===== src/rtl/audio_clip_scheduler_if.sv =====
// Request, sample-ROM and status signals shared between the clip scheduler
// (slave side) and the game logic / ROM / speaker driver (master side).
interface audio_clip_scheduler_if #(
  parameter int NUM_CLIPS = 4,
  parameter int ADDR_W    = 16,
  parameter int ID_W      = (NUM_CLIPS > 1) ? $clog2(NUM_CLIPS) : 1
);
  logic [NUM_CLIPS-1:0] Req_In;
  logic                 Stop_In;
  logic                 Rom_Data_In;
  logic [ADDR_W-1:0]    Rom_Addr_Out;
  logic                 Rom_Rd_Out;
  logic                 Audio_Out;
  logic                 Busy_Out;
  logic [ID_W-1:0]      Active_Id_Out;
  logic                 Grant_Out;
  logic                 Done_Out;
  logic [NUM_CLIPS-1:0] Pending_Out;

  modport slave (
    input  Req_In, Stop_In, Rom_Data_In,
    output Rom_Addr_Out, Rom_Rd_Out, Audio_Out, Busy_Out,
           Active_Id_Out, Grant_Out, Done_Out, Pending_Out
  );

  modport master (
    output Req_In, Stop_In, Rom_Data_In,
    input  Rom_Addr_Out, Rom_Rd_Out, Audio_Out, Busy_Out,
           Active_Id_Out, Grant_Out, Done_Out, Pending_Out
  );
endinterface


===== src/rtl/audio_clip_scheduler.sv =====
// Shares one 1-bit sample ROM between prioritised sound-effect clips:
// latches requests, grants with preemption and streams one sample per tick.
module audio_clip_scheduler #(
  parameter int                          NUM_CLIPS = 4,
  parameter int                          TICK_DIV  = 4535,
  parameter int                          ADDR_W    = 16,
  parameter logic [NUM_CLIPS*ADDR_W-1:0] CLIP_BASE = {16'hC000, 16'h8000, 16'h4000, 16'h0000},
  parameter logic [NUM_CLIPS*16-1:0]     CLIP_LEN  = {4{16'd22050}}
) (
  input  logic                  Master_Clock_In,
  input  logic                  Master_Reset_N_In,
  audio_clip_scheduler_if.slave sched_if
);

  localparam int ID_W = (NUM_CLIPS > 1) ? $clog2(NUM_CLIPS) : 1;
  localparam int TCW  = (TICK_DIV > 1) ? $clog2(TICK_DIV) : 1;

  typedef enum logic {
    ST_IDLE = 1'b0,
    ST_PLAY = 1'b1
  } state_e;

  state_e               state_q, state_d;
  logic [TCW-1:0]       tick_cnt_q, tick_cnt_d;
  logic [NUM_CLIPS-1:0] pending_q, pending_d;
  logic [15:0]          idx_q, idx_d;
  logic [ADDR_W-1:0]    addr_q, addr_d;
  logic [ID_W-1:0]      active_q, active_d;
  logic                 rd_q, rd_d;
  logic                 audio_q, audio_d;
  logic                 grant_q, grant_d;
  logic                 done_q, done_d;

  logic [ADDR_W-1:0]    base_arr [NUM_CLIPS];
  logic [15:0]          len_arr  [NUM_CLIPS];
  logic [NUM_CLIPS-1:0] req_ok;
  logic [NUM_CLIPS-1:0] grant_mask;
  logic [ID_W-1:0]      winner;
  logic                 pend_any;
  logic                 tick_edge;
  logic                 start_play;

  // Zero-length clips are filtered here so they can never become pending.
  generate
    for (genvar gi = 0; gi < NUM_CLIPS; gi++) begin : g_clip
      assign base_arr[gi] = CLIP_BASE[gi*ADDR_W +: ADDR_W];
      assign len_arr[gi]  = CLIP_LEN[gi*16 +: 16];
      assign req_ok[gi]   = sched_if.Req_In[gi] && (len_arr[gi] != 16'd0);
    end
  endgenerate

  always_comb begin
    winner = '0;
    for (int i = NUM_CLIPS - 1; i >= 0; i--) begin
      if (pending_q[i]) winner = ID_W'(i);
    end
  end

  assign pend_any   = |pending_q;
  assign tick_edge  = (tick_cnt_q == TCW'(TICK_DIV - 1));
  assign tick_cnt_d = tick_edge ? '0 : tick_cnt_q + TCW'(1);

  always_comb begin
    state_d    = state_q;
    idx_d      = idx_q;
    addr_d     = addr_q;
    active_d   = active_q;
    rd_d       = 1'b0;
    grant_d    = 1'b0;
    done_d     = 1'b0;
    audio_d    = rd_q ? sched_if.Rom_Data_In : audio_q;
    grant_mask = '0;
    start_play = 1'b0;

    if (tick_edge) begin
      case (state_q)
        ST_IDLE: start_play = pend_any;
        ST_PLAY: begin
          if (pend_any && (winner < active_q)) begin
            start_play = 1'b1;
          end else if (idx_q == len_arr[active_q]) begin
            done_d = 1'b1;
            if (pend_any) begin
              start_play = 1'b1;
            end else begin
              state_d = ST_IDLE;
              audio_d = 1'b0;
            end
          end else begin
            addr_d = base_arr[active_q] + ADDR_W'(idx_q);
            rd_d   = 1'b1;
            idx_d  = idx_q + 16'd1;
          end
        end
        default: state_d = ST_IDLE;
      endcase
    end

    if (start_play) begin
      state_d            = ST_PLAY;
      active_d           = winner;
      grant_d            = 1'b1;
      addr_d             = base_arr[winner];
      rd_d               = 1'b1;
      idx_d              = 16'd1;
      grant_mask[winner] = 1'b1;
    end

    // A request arriving on the granting edge re-arms the bit (set wins).
    pending_d = (pending_q & ~grant_mask) | req_ok;

    if (sched_if.Stop_In) begin
      state_d   = ST_IDLE;
      pending_d = '0;
      audio_d   = 1'b0;
      rd_d      = 1'b0;
      grant_d   = 1'b0;
      done_d    = 1'b0;
      addr_d    = addr_q;
      idx_d     = idx_q;
      active_d  = active_q;
    end
  end

  always_ff @(posedge Master_Clock_In or negedge Master_Reset_N_In) begin
    if (!Master_Reset_N_In) begin
      state_q    <= ST_IDLE;
      tick_cnt_q <= '0;
      pending_q  <= '0;
      idx_q      <= '0;
      addr_q     <= '0;
      active_q   <= '0;
      rd_q       <= 1'b0;
      audio_q    <= 1'b0;
      grant_q    <= 1'b0;
      done_q     <= 1'b0;
    end else begin
      state_q    <= state_d;
      tick_cnt_q <= tick_cnt_d;
      pending_q  <= pending_d;
      idx_q      <= idx_d;
      addr_q     <= addr_d;
      active_q   <= active_d;
      rd_q       <= rd_d;
      audio_q    <= audio_d;
      grant_q    <= grant_d;
      done_q     <= done_d;
    end
  end

  assign sched_if.Rom_Addr_Out  = addr_q;
  assign sched_if.Rom_Rd_Out    = rd_q;
  assign sched_if.Audio_Out     = audio_q;
  assign sched_if.Busy_Out      = (state_q == ST_PLAY);
  assign sched_if.Active_Id_Out = active_q;
  assign sched_if.Grant_Out     = grant_q;
  assign sched_if.Done_Out      = done_q;
  assign sched_if.Pending_Out   = pending_q;

endmodule


===== src/flat_wrapper.sv =====
// flat-port wrapper written by rule: the top's interface ports become plain ports
module audio_clip_scheduler_flat 
#(
  parameter int                          NUM_CLIPS = 4,
  parameter int                          TICK_DIV  = 4535,
  parameter int                          ADDR_W    = 16,
  parameter logic [NUM_CLIPS*ADDR_W-1:0] CLIP_BASE = {16'hC000, 16'h8000, 16'h4000, 16'h0000},
  parameter logic [NUM_CLIPS*16-1:0]     CLIP_LEN  = {4{16'd22050}}
)
  (Master_Clock_In, Master_Reset_N_In, sched_if_Req_In, sched_if_Stop_In, sched_if_Rom_Data_In, sched_if_Rom_Addr_Out, sched_if_Rom_Rd_Out, sched_if_Audio_Out, sched_if_Busy_Out, sched_if_Active_Id_Out, sched_if_Grant_Out, sched_if_Done_Out, sched_if_Pending_Out);
  audio_clip_scheduler_if #(.NUM_CLIPS(NUM_CLIPS), .ADDR_W(ADDR_W)) sched_if_i ();
  input  logic Master_Clock_In;
  input  logic Master_Reset_N_In;
  input wire logic [$bits(sched_if_i.Req_In)-1:0] sched_if_Req_In;
  input wire logic [$bits(sched_if_i.Stop_In)-1:0] sched_if_Stop_In;
  input wire logic [$bits(sched_if_i.Rom_Data_In)-1:0] sched_if_Rom_Data_In;
  output wire logic [$bits(sched_if_i.Rom_Addr_Out)-1:0] sched_if_Rom_Addr_Out;
  output wire logic [$bits(sched_if_i.Rom_Rd_Out)-1:0] sched_if_Rom_Rd_Out;
  output wire logic [$bits(sched_if_i.Audio_Out)-1:0] sched_if_Audio_Out;
  output wire logic [$bits(sched_if_i.Busy_Out)-1:0] sched_if_Busy_Out;
  output wire logic [$bits(sched_if_i.Active_Id_Out)-1:0] sched_if_Active_Id_Out;
  output wire logic [$bits(sched_if_i.Grant_Out)-1:0] sched_if_Grant_Out;
  output wire logic [$bits(sched_if_i.Done_Out)-1:0] sched_if_Done_Out;
  output wire logic [$bits(sched_if_i.Pending_Out)-1:0] sched_if_Pending_Out;
  assign sched_if_i.Req_In = sched_if_Req_In;
  assign sched_if_i.Stop_In = sched_if_Stop_In;
  assign sched_if_i.Rom_Data_In = sched_if_Rom_Data_In;
  assign sched_if_Rom_Addr_Out = sched_if_i.Rom_Addr_Out;
  assign sched_if_Rom_Rd_Out = sched_if_i.Rom_Rd_Out;
  assign sched_if_Audio_Out = sched_if_i.Audio_Out;
  assign sched_if_Busy_Out = sched_if_i.Busy_Out;
  assign sched_if_Active_Id_Out = sched_if_i.Active_Id_Out;
  assign sched_if_Grant_Out = sched_if_i.Grant_Out;
  assign sched_if_Done_Out = sched_if_i.Done_Out;
  assign sched_if_Pending_Out = sched_if_i.Pending_Out;
  audio_clip_scheduler #(.NUM_CLIPS(NUM_CLIPS), .TICK_DIV(TICK_DIV), .ADDR_W(ADDR_W), .CLIP_BASE(CLIP_BASE), .CLIP_LEN(CLIP_LEN)) u_core (.Master_Clock_In(Master_Clock_In), .Master_Reset_N_In(Master_Reset_N_In), .sched_if(sched_if_i));
endmodule

===== config.mk =====
export PLATFORM = sky130hd
export DESIGN_NAME = audio_clip_scheduler_flat
export DESIGN_NICKNAME = d
export VERILOG_FILES = /design/src/rtl/audio_clip_scheduler_if.sv /design/src/rtl/audio_clip_scheduler.sv /design/src/flat_wrapper.sv
export SDC_FILE = /design/constraint.sdc
export NUM_CORES = 1
export LEC_CHECK = 0
export ABC_CLOCK_PERIOD_IN_PS = 2900
export BUFFER_PORTS_ARGS = -buffer_cell sky130_fd_sc_hd__buf_2
export CAP_MARGIN = 5
export CORE_ASPECT_RATIO = 0.6
export CORE_MARGIN = 1
export CORE_UTILIZATION = 48
export CTS_CLUSTER_DIAMETER = 50
export CTS_CLUSTER_SIZE = 16
export DETAILED_ROUTE_END_ITERATION = 12
export GPL_ROUTABILITY_DRIVEN = 0
export PLACE_DENSITY = 0.67
export SLEW_MARGIN = 20
export SYNTH_ARGS = -nofsm -noshare
export SYNTH_HDL_FRONTEND = slang
export SYNTH_SLANG_ARGS = --single-unit

===== constraint.sdc =====
create_clock -name Master_Clock_In -period 2.9 [get_ports Master_Clock_In]
set_input_delay 0.58 -clock Master_Clock_In [delete_from_list [all_inputs] [get_ports Master_Clock_In]]
set_output_delay 0.58 -clock Master_Clock_In [all_outputs]
set_load 0.01 [all_outputs]

# Word level (Yosys, flattened, before mapping)
# Cells that the tools add are included.
# classes
shift,0
add_sub_neg,3
order_cmp,5
eq_ne,4
reduce_logical,8
mul,0
n_div,0
muxes,59
bitwise_logic,7
# op_table
cell,count
2-to-1 mux 16 bit,16
binary-select mux 16 bit (select 2 bit),3
2-to-1 mux 1 bit,31
adder 16 x 1 -> 16 bit (second input constant),1
adder 16 bit,1
== test 16 bit,1
adder 13 x 1 -> 13 bit (second input constant),1
== test 13 bit (second input constant),1
2-to-1 mux 13 bit,1
2-to-1 mux 2 bit,4
2-to-1 mux 4 bit,2
>= comparator 3 bit (second input constant),2
NOT 2 -> 3 bit,2
AND reduction 5 bit,1
bitwise AND 4 bit,1
!= test 2 x 1 -> 1 bit (second input constant),2
NOT 4 bit,1
OR 4 bit,1
nonzero test 2 bit,2
OR reduction 4 bit,1
< comparator 2 x 3 -> 1 bit (second input constant),1
nonzero test 3 bit,1
demux 1 bit (select 2 bit),1
>= comparator 2 x 1 -> 1 bit (second input constant),1
other kinds (5),7
# word_totals
elab_cells,96
mem_bits_rw,0
mem_count,0
latchBits,0
rom_bits,0
register_bits,56

# Depth between registers and ports, before layout
# Gate-level depths: netlist of run 1.
# depth
word_depth,14
mapped_depth,11
mapped_depth_nobuf,10

# Least setup slack after synthesis of run 1
# Ideal clock, no wire load.
# synth_path
path_type,reg2reg
startpoint,register u_core.tick_cnt_q[9]
endpoint,register u_core.idx_q[6]
setup_ns,0.078
arrival_time_ns,2.467
stages_incl_launch_ff,8
setup_slack_ns,0.355
path_cell_list,dfrtp_1 > or4b_4 > or3_1 > buf_2 > a311o_1 > buf_6 > or4_1 > a21oi_1
# synth_via
elab_chain_len,4
word_cells_on_any_way,8
# synth_rtl
item,line,text
start: declaration,audio_clip_scheduler.sv:24,"logic [TCW-1:0] tick_cnt_q, tick_cnt_d;"
start signal: assignment,audio_clip_scheduler.sv:139,tick_cnt_q <= tick_cnt_d;
== test 13 bit *,audio_clip_scheduler.sv:60,assign tick_edge = (tick_cnt_q == TCW'(TICK_DIV - 1));
2-to-1 mux 1 bit,audio_clip_scheduler.sv:75,if (tick_edge) begin
!= test 2 x 1 -> 1 bit (no source line) / nonzero test 2 bit (equally long branches),--,
AND reduction 5 bit (no source line),--,
end signal: assignment,audio_clip_scheduler.sv:141,idx_q <= idx_d;
end: declaration,audio_clip_scheduler.sv:26,"logic [15:0] idx_q, idx_d;"
# Mark *: on every way between the ends. The rest lies on a longest branch, timed or not.
# A chain may end at the register's enable or synchronous reset.

# Worst setup path after layout of run 1
# layout_path
startpoint,"register u_core.pending_q[3], in the netlist u_core.sched_if.Pending_Out[3]"
endpoint,register u_core.idx_q[3]
# layout_via
elab_chain_len,11
word_cells_on_any_way,18
# layout_rtl
item,line,text
start: declaration,audio_clip_scheduler.sv:25,"logic [NUM_CLIPS-1:0] pending_q, pending_d;"
start signal: assignment,audio_clip_scheduler.sv:140,pending_q <= pending_d;
2-to-1 mux 2 bit * (4 in series),audio_clip_scheduler.sv:55,if (pending_q[i]) winner = ID_W'(i);
net u_core.winner[1],audio_clip_scheduler.sv:38,logic [ID_W-1:0] winner;
< comparator 2 bit *,audio_clip_scheduler.sv:79,if (pend_any && (winner < active_q)) begin
logical AND 1 bit *,audio_clip_scheduler.sv:79,
2-to-1 mux 1 bit,audio_clip_scheduler.sv:79,
case mux 1 bit (2 select lines),audio_clip_scheduler.sv:76,case (state_q)
2-to-1 mux 1 bit,audio_clip_scheduler.sv:75,
!= test 2 x 1 -> 1 bit (no source line) / nonzero test 2 bit (equally long branches),--,
AND reduction 5 bit (no source line),--,
# The timed path passes the listed nets; every way through them passes the cells marked *.

==> results of run 1 <==
[final timing paths]
| path | startpoint | endpoint | depth (start not counted) |
|---|---|---|---|
| worst max-delay path | u_core.sched_if.Pending_Out[3] | u_core.idx_q[3] | 8 |
| worst min-delay path | Master_Reset_N_In | u_core.tick_cnt_q[10] | 1 |
| worst max register to register | u_core.sched_if.Pending_Out[3] | u_core.idx_q[3] | 8 |
| worst min register to register | u_core.sched_if.Rom_Addr_Out[11] | u_core.sched_if.Rom_Addr_Out[11] | 1 |
| max in group asynchronous | Master_Reset_N_In | u_core.sched_if.Rom_Addr_Out[11] | 2 |
| min in group Master_Clock_In | sched_if_Req_In[3] | u_core.sched_if.Pending_Out[3] | 3 |
[per-layer routing]
metal | wire length (um) | share of wire | GRT usage | vias up
met5 | 0 | 0 | 0 | -
met4 | 44 | 0.0067 | 0.05672 | 0
met3 | 577 | 0.088 | 0.05645 | 5
met2 | 2395 | 0.37 | 0.3185 | 110
met1 | 3503 | 0.54 | 0.3938 | 1088
li1 | - | - | - | 1103
[synth_stat cells (3+ instances only)]
library cell / count
nand4_1: 6
or4_1: 9
o31ai_1: 9
xnor2_1: 6
o21ai_0: 18
a21o_1: 3
ha_1: 6
nand2_1: 16
a22o_1: 13
nor2_1: 15
nor3_1: 9
clkbuf_1: 7
a21oi_1: 22
nor4_1: 6
o21bai_1: 3
mux2i_1: 4
nand4b_1: 4
or3_1: 6
xor2_1: 5
nand3_1: 9
inv_1: 16
o41ai_1: 3
dfrtp_1: 56
[power by group]
part	switching, mW	internal (mW)
Clock	0.248	0.196
Combinational	0.0484	0.0269
Sequential	0.0160	0.792
Total	0.313	1.01
[worst register-to-register path, cell delays in order (launching register included)]
cell	delay (ns)
dfrtp_1	0.43
o21ai_0	0.26
inv_1	0.09
ha_1	0.30
nor2b_1	0.13
o21ai_0	0.22
a311o_2	0.55
or4_1	0.52
a21oi_1	0.16
[logic make-up (layout without fill, tap and decap cells)]
group,after synthesis,count (layout),share of synthesized area
AOI/OAI and AO/OA,77,77,0.1825
muxes,4,4,0.01460
buffers and inverters,27,71,0.04060
DFF,56,56,0.5109
and+or+nand+nor,92,92,0.1889
xor gates and xnor gates,11,11,0.03513
adders and majority gates,6,6,0.02737
[state kept, by name, indices dropped and copies added (netlist names)]
register	count
u_core.sched_if.Rom_Rd_Out	1
u_core.tick_cnt_q	13
u_core.sched_if.Rom_Addr_Out	16
u_core.sched_if.Active_Id_Out	2
u_core.sched_if.Pending_Out	4
u_core.sched_if.Done_Out	1
u_core.sched_if.Audio_Out	1
u_core.sched_if.Busy_Out	1
u_core.idx_q	16
u_core.sched_if.Grant_Out	1
[layout make-up]
| class | count | share of cell area |
|---|---|---|
| Timing Repair Buffer | 47 | 0.08509 |
| Multi-Input combinational cell | 190 | 0.3913 |
| Inverter | 16 | 0.01909 |
| Clock buffer | 8 | 0.02863 |
| Tap cell | 77 | 0.03062 |
| Sequential cell | 56 | 0.4453 |
[metrics by stage]
| step | instance area [um2] | hold slack (ns) |
|---|---|---|
| floorplan | 2743 | 0.2844 |
| global route | 3147 | 0.1997 |
| detailed placement | 3055 | 0.4775 |
| finish | 3147 | 0.1884 |
| CTS | 3146 | 0.1869 |
| global placement | 3055 | 0.4760 |
[what timing repair did]
| action | CTS | global route |
|---|---|---|
| gates resized for setup | 0 | 1 |
| setup endpoints to repair | 0 | 24 |
| endpoints found under the hold margin | 0 | 0 |
==> results.md, run 1 <==
- Largest delay contributor family on the critical path: compound AO/OA/AOI/OAI gates
- Clk_skew: slightly above 0.007 ns
- # DRC: 0
- CTS H-tree lvls: 2
- Cts bufs inserted: 5
- # rows: 20
- Post-DP HPWL: 4770 um
- Syn nets: 287
- Synth-to-layout area growth: 14.74%
- Die area: 0.006030 mm2
- Core ar.: 0.005280 mm2
- CP Class: reg -> reg
- Final Power: roughly 1.3 mW
- Die Width: between 90 and 100 um
- Sequential Area: 0.001401 mm2
- Clk_lat worst skew: approximately 0.31 ns
- Initial detailed-routing violation count: 172
- Synth area leader: dfrtp_1
- Cells after DPL: approximately 390
- WP data arrival: approximately 3 ns
- Setup_tns: 0 ns
- CTS tree: built
- GR Overflow Total: 0
- Drt pass-1 iters: 5
- Diodes inserted: 0
- HP Class: in -> async
- CTS clock-pin slew for the worst setup and hold paths: about 0.09 ns
- Worst-margin pin slew: roughly 0.62 ns
- Vias/cell: 5.853
- Largest net degree at the start of global routing: 23
- MaxCap Viol Count: 0
- Clock Sinks: 56
- First-pass GRT wire length: about 11,000 um
- Nets: 330
- Static Leak: about 1.4 nW
- CP startpoint kind: register
- Yosys reg bits: between 50 and 60
- CP required: 3.13 ns
- Routed len/inst: around 17 um
- Post-synth EDFFs: 0
- Vias: between 2,000 and 2,500
- Hold_buf cts: 0
- Fin crit period: 2.725 ns
- Syn Inst Count: roughly 270
- Buffers & Inverters on Critical Path: 1
- Unrepaired setup endpoints after global routing: false
- Worst reg-to-reg setup slack: between 0.15 and 0.2 ns
- Crit share post-route: 0.9398
- Max_slew headroom: 0.5830
- Final instance count without filler cells: roughly 400
- Most used cell, CP: o21ai_0
- Status: completed
- Starting Density: 0.5194
- Slowest cell on the critical path: a311o_2
- Vias in the first global route: ~2,100
- Endpoints failing hold: 0
- Crit path capture type: register
- Setup bufs post-CTS: 0
- Routed Antenna Nets: 0
- Top-area cell type share of the netlist area: 0.5109
- All-Layer GR Usage: 0.2426
- Ratio of cells with drive above 1 in the final layout: 0.1767
- Seq/Total Area, Yosys: 0.5109
- Final core occ: 0.5960
- Cell Pwr Density: 421.8 mW/mm2
- CTS max path bufs: 2
- Area of the multi-input gates: between 0.001 and 0.0015 mm2
- Max-slew violations: 0
- Initial antenna violation count: 0
- Number of library cell types mapped by synthesis: 39
- IO Pins: 35
- Chip Height: just over 60 um
- Post-synthesis cell area: between 0.002 and 0.003 mm2
- Maximum VDD drop: between 0.2 and 0.25 mV
- Synth Flop Type: dfrtp_1
- Top fanout value on the critical path: 22
- Drt total wl: about 6500 um
- Final setup vio count: 0
- Syn_area_per_cell: around 10 um2
- Root Buffer: clkbuf_8
- Filler cell count in the final layout: approximately 460
- Peak Freq: approximately 370 MHz
- Synth warnings: 0
- Async set-reset flop share out of synthesis: 1.000
- CP max stage delay: ~0.55 ns
- Buffers on Ports: 34
- Most common cell after layout, fill and taps aside: dfrtp_1
- Pre-CTS WS: between 0.05 and 0.06 ns
- CP Cell Sequence: o21ai_0 -> inv_1 -> ha_1 -> nor2b_1 -> o21ai_0 -> a311o_2 -> or4_1 -> a21oi_1
- Final worst slack: approximately 0.17 ns
- Most frequent cells in the layout: dfrtp_1, buf_2, a21oi_1
- Ranking of synthesized cells by area: dfrtp_1, a22o_1, a21oi_1
Power figures use the tool's default switching activity.
==> run 2, diff against run 1 <==
--- a/config.mk
+++ b/config.mk
@@ -15,7 +15,7 @@
 export CTS_CLUSTER_SIZE = 16
 export DETAILED_ROUTE_END_ITERATION = 12
 export GPL_ROUTABILITY_DRIVEN = 0
-export PLACE_DENSITY = 0.67
+export PLACE_DENSITY = 0.75
 export SLEW_MARGIN = 20
 export SYNTH_ARGS = -nofsm -noshare
 export SYNTH_HDL_FRONTEND = slang
==> run 2 against run 1 <==
Net effect: clock skew up 0.00096 ns; critical path depth grew 1; via count rose by 3.6%; setup slack worse by 0.039 ns; global-route usage is 0.53 points lower; largest cell class unchanged.
==> results.md, run 2 (synthesis gave the netlist of run 1 again) <==
- Cts bufs inserted: 5
- Chip Height: between 60 and 70 um
- Most common cell after layout, fill and taps aside: dfrtp_1
- Drt total wl: 6857 um
- Die Width: between 90 and 100 um
- Top fanout value on the critical path: 14
- Vias: 2,389
- Static Leak: around 1.4 nW
- Final Power: between 1 and 1.5 mW
- Cell Pwr Density: ~440 mW/mm2
- Initial antenna violation count: 0
- Core ar.: approximately 0.0053 mm2
- Routed len/inst: 17.40 um
- Drt pass-1 iters: 5
- Final setup vio count: 0
- CTS clock-pin slew for the worst setup and hold paths: about 0.10 ns
- # rows: 20
- GR Overflow Total: 0
- Most frequent cells in the layout: dfrtp_1, buf_2, a21oi_1
- Pre-CTS WS: -0.03208 ns
- Unrepaired setup endpoints after global routing: true
- CTS tree: built
- WHS: about 0.39 ns
- Clock Sinks: 56
- Ratio of cells with drive above 1 in the final layout: 0.1798
- CP max stage delay: between 0.5 and 0.6 ns
- CTS max path bufs: 2
- Endpoints failing hold: 0
- Clk_lat worst skew: 0.31 ns
- Vias in the first global route: between 2,000 and 2,500
- Diodes inserted: 0
- Root Buffer: clkbuf_8
- CTS H-tree lvls: 2
- Crit path capture type: register
- Slowest cell on the critical path: a21oi_1
- Max_slew headroom: 0.5369
- Fin crit period: 2.764 ns
- Worst-margin pin slew: a little under 0.7 ns
- Initial detailed-routing violation count: between 150 and 200
- Starting Density: 0.5194
- WP data arrival: around 2.9 ns
- CP required: between 3 and 4 ns
- Hold_buf cts: 0
- CP Class: reg -> reg
- Nets: 330
- First-pass GRT wire length: ~11,000 um
- MaxCap Viol Count: 0
- CP Cell Sequence: nor2_1 -> o21ai_1 -> inv_1 -> ha_1 -> a21oi_1 -> a211oi_1 -> or2_2 -> inv_1 -> a21oi_1
- Clk_skew: between 0.008 and 0.009 ns
- Peak Freq: around 360 MHz
- Maximum VDD drop: between 0.2 and 0.3 mV
- Cell Area, Placed: 0.003040 mm2
- All-Layer GR Usage: 0.2373
- Synth-to-layout area growth: 15.65%
- Largest net degree at the start of global routing: 57
- Status: completed
- Vias/cell: around 6.1
- Post-route design area: around 0.0032 mm2
- Die area: approximately 0.006 mm2
- # DRC: 0
- Post-DP HPWL: about 4600 um
- Routed Antenna Nets: 0
- Max-slew violations: 0
- Final worst slack: ~0.14 ns
- Buffers on Ports: 34
- HP Class: in -> async
- Crit share post-route: 0.9532
- CP startpoint kind: register
- IO Pins: 35
[run 2: cell type report]
| class | count | area [um2] |
|---|---|---|
| fill | 481 | 2108 |
| sequential | 56 | 1403 |
| multi-input combinational | 192 | 1252 |
| timing repair buffer | 45 | 252.7 |
| tap | 77 | 96.34 |
| clock buffer | 6 | 72.57 |
| inverter | 16 | 60.06 |
| clock inverter | 2 | 35.03 |
[run 2: final timing paths]
| kind | startpoint | endpoint | slack [ns] | cells after the start |
|---|---|---|---|---|
| setup / recovery | u_core.sched_if.Pending_Out[0] | u_core.idx_q[10] | 0.14 | 9 |
| hold / removal | Master_Reset_N_In | u_core.tick_cnt_q[10] | 0.39 | 2 |
| setup reg to reg | u_core.sched_if.Pending_Out[0] | u_core.idx_q[10] | 0.14 | 9 |
| hold reg to reg | u_core.tick_cnt_q[0] | u_core.tick_cnt_q[0] | 0.50 | 1 |
| max in group asynchronous | Master_Reset_N_In | u_core.sched_if.Pending_Out[0] | 2.00 | 2 |
| min in group Master_Clock_In | sched_if_Req_In[0] | u_core.sched_if.Pending_Out[0] | 0.49 | 3 |
[run 2: repair_timing]
item                       4_1_cts  5_1_grt
gates cloned                     0        2
gates resized for setup          1        4
setup buffers                    0        0
setup endpoints to repair       13       21
pin swaps                        0        1
[run 2: stage by stage]
step	util	TNS [ns]	std cells
after CTS	0.5964	0	392
after floorplan	-	0	273
final	0.6007	0	394
after detailed placement	0.5758	-0.2682	384
after global placement	0.5758	0	384
after global routing	0.6007	-0.1368	394
[run 2: power breakdown]
group / total, mW / switching, mW / leakage (nW) / internal, mW
combinational: 0.0752 / 0.0504 / 0.628 / 0.0248
sequential: 0.809 / 0.0170 / 0.736 / 0.792
clock: 0.500 / 0.243 / 0.0552 / 0.257
[run 2: layer usage]
metal / wire, um / GRT usage
met2: 2732 / 0.3393
met5: 0 / 0
met1: 3520 / 0.3684
met4: 72 / 0.05672
met3: 533 / 0.04954
[run 2: critical path, delay by kind of cell, from the launching register on]
kind | cells | cell delay, ns
flops | 1 | 0.45
buf+inv | 2 | 0.48
simple gates | 2 | 0.52
compound gates | 4 | 0.94
fa+ha+maj | 1 | 0.23
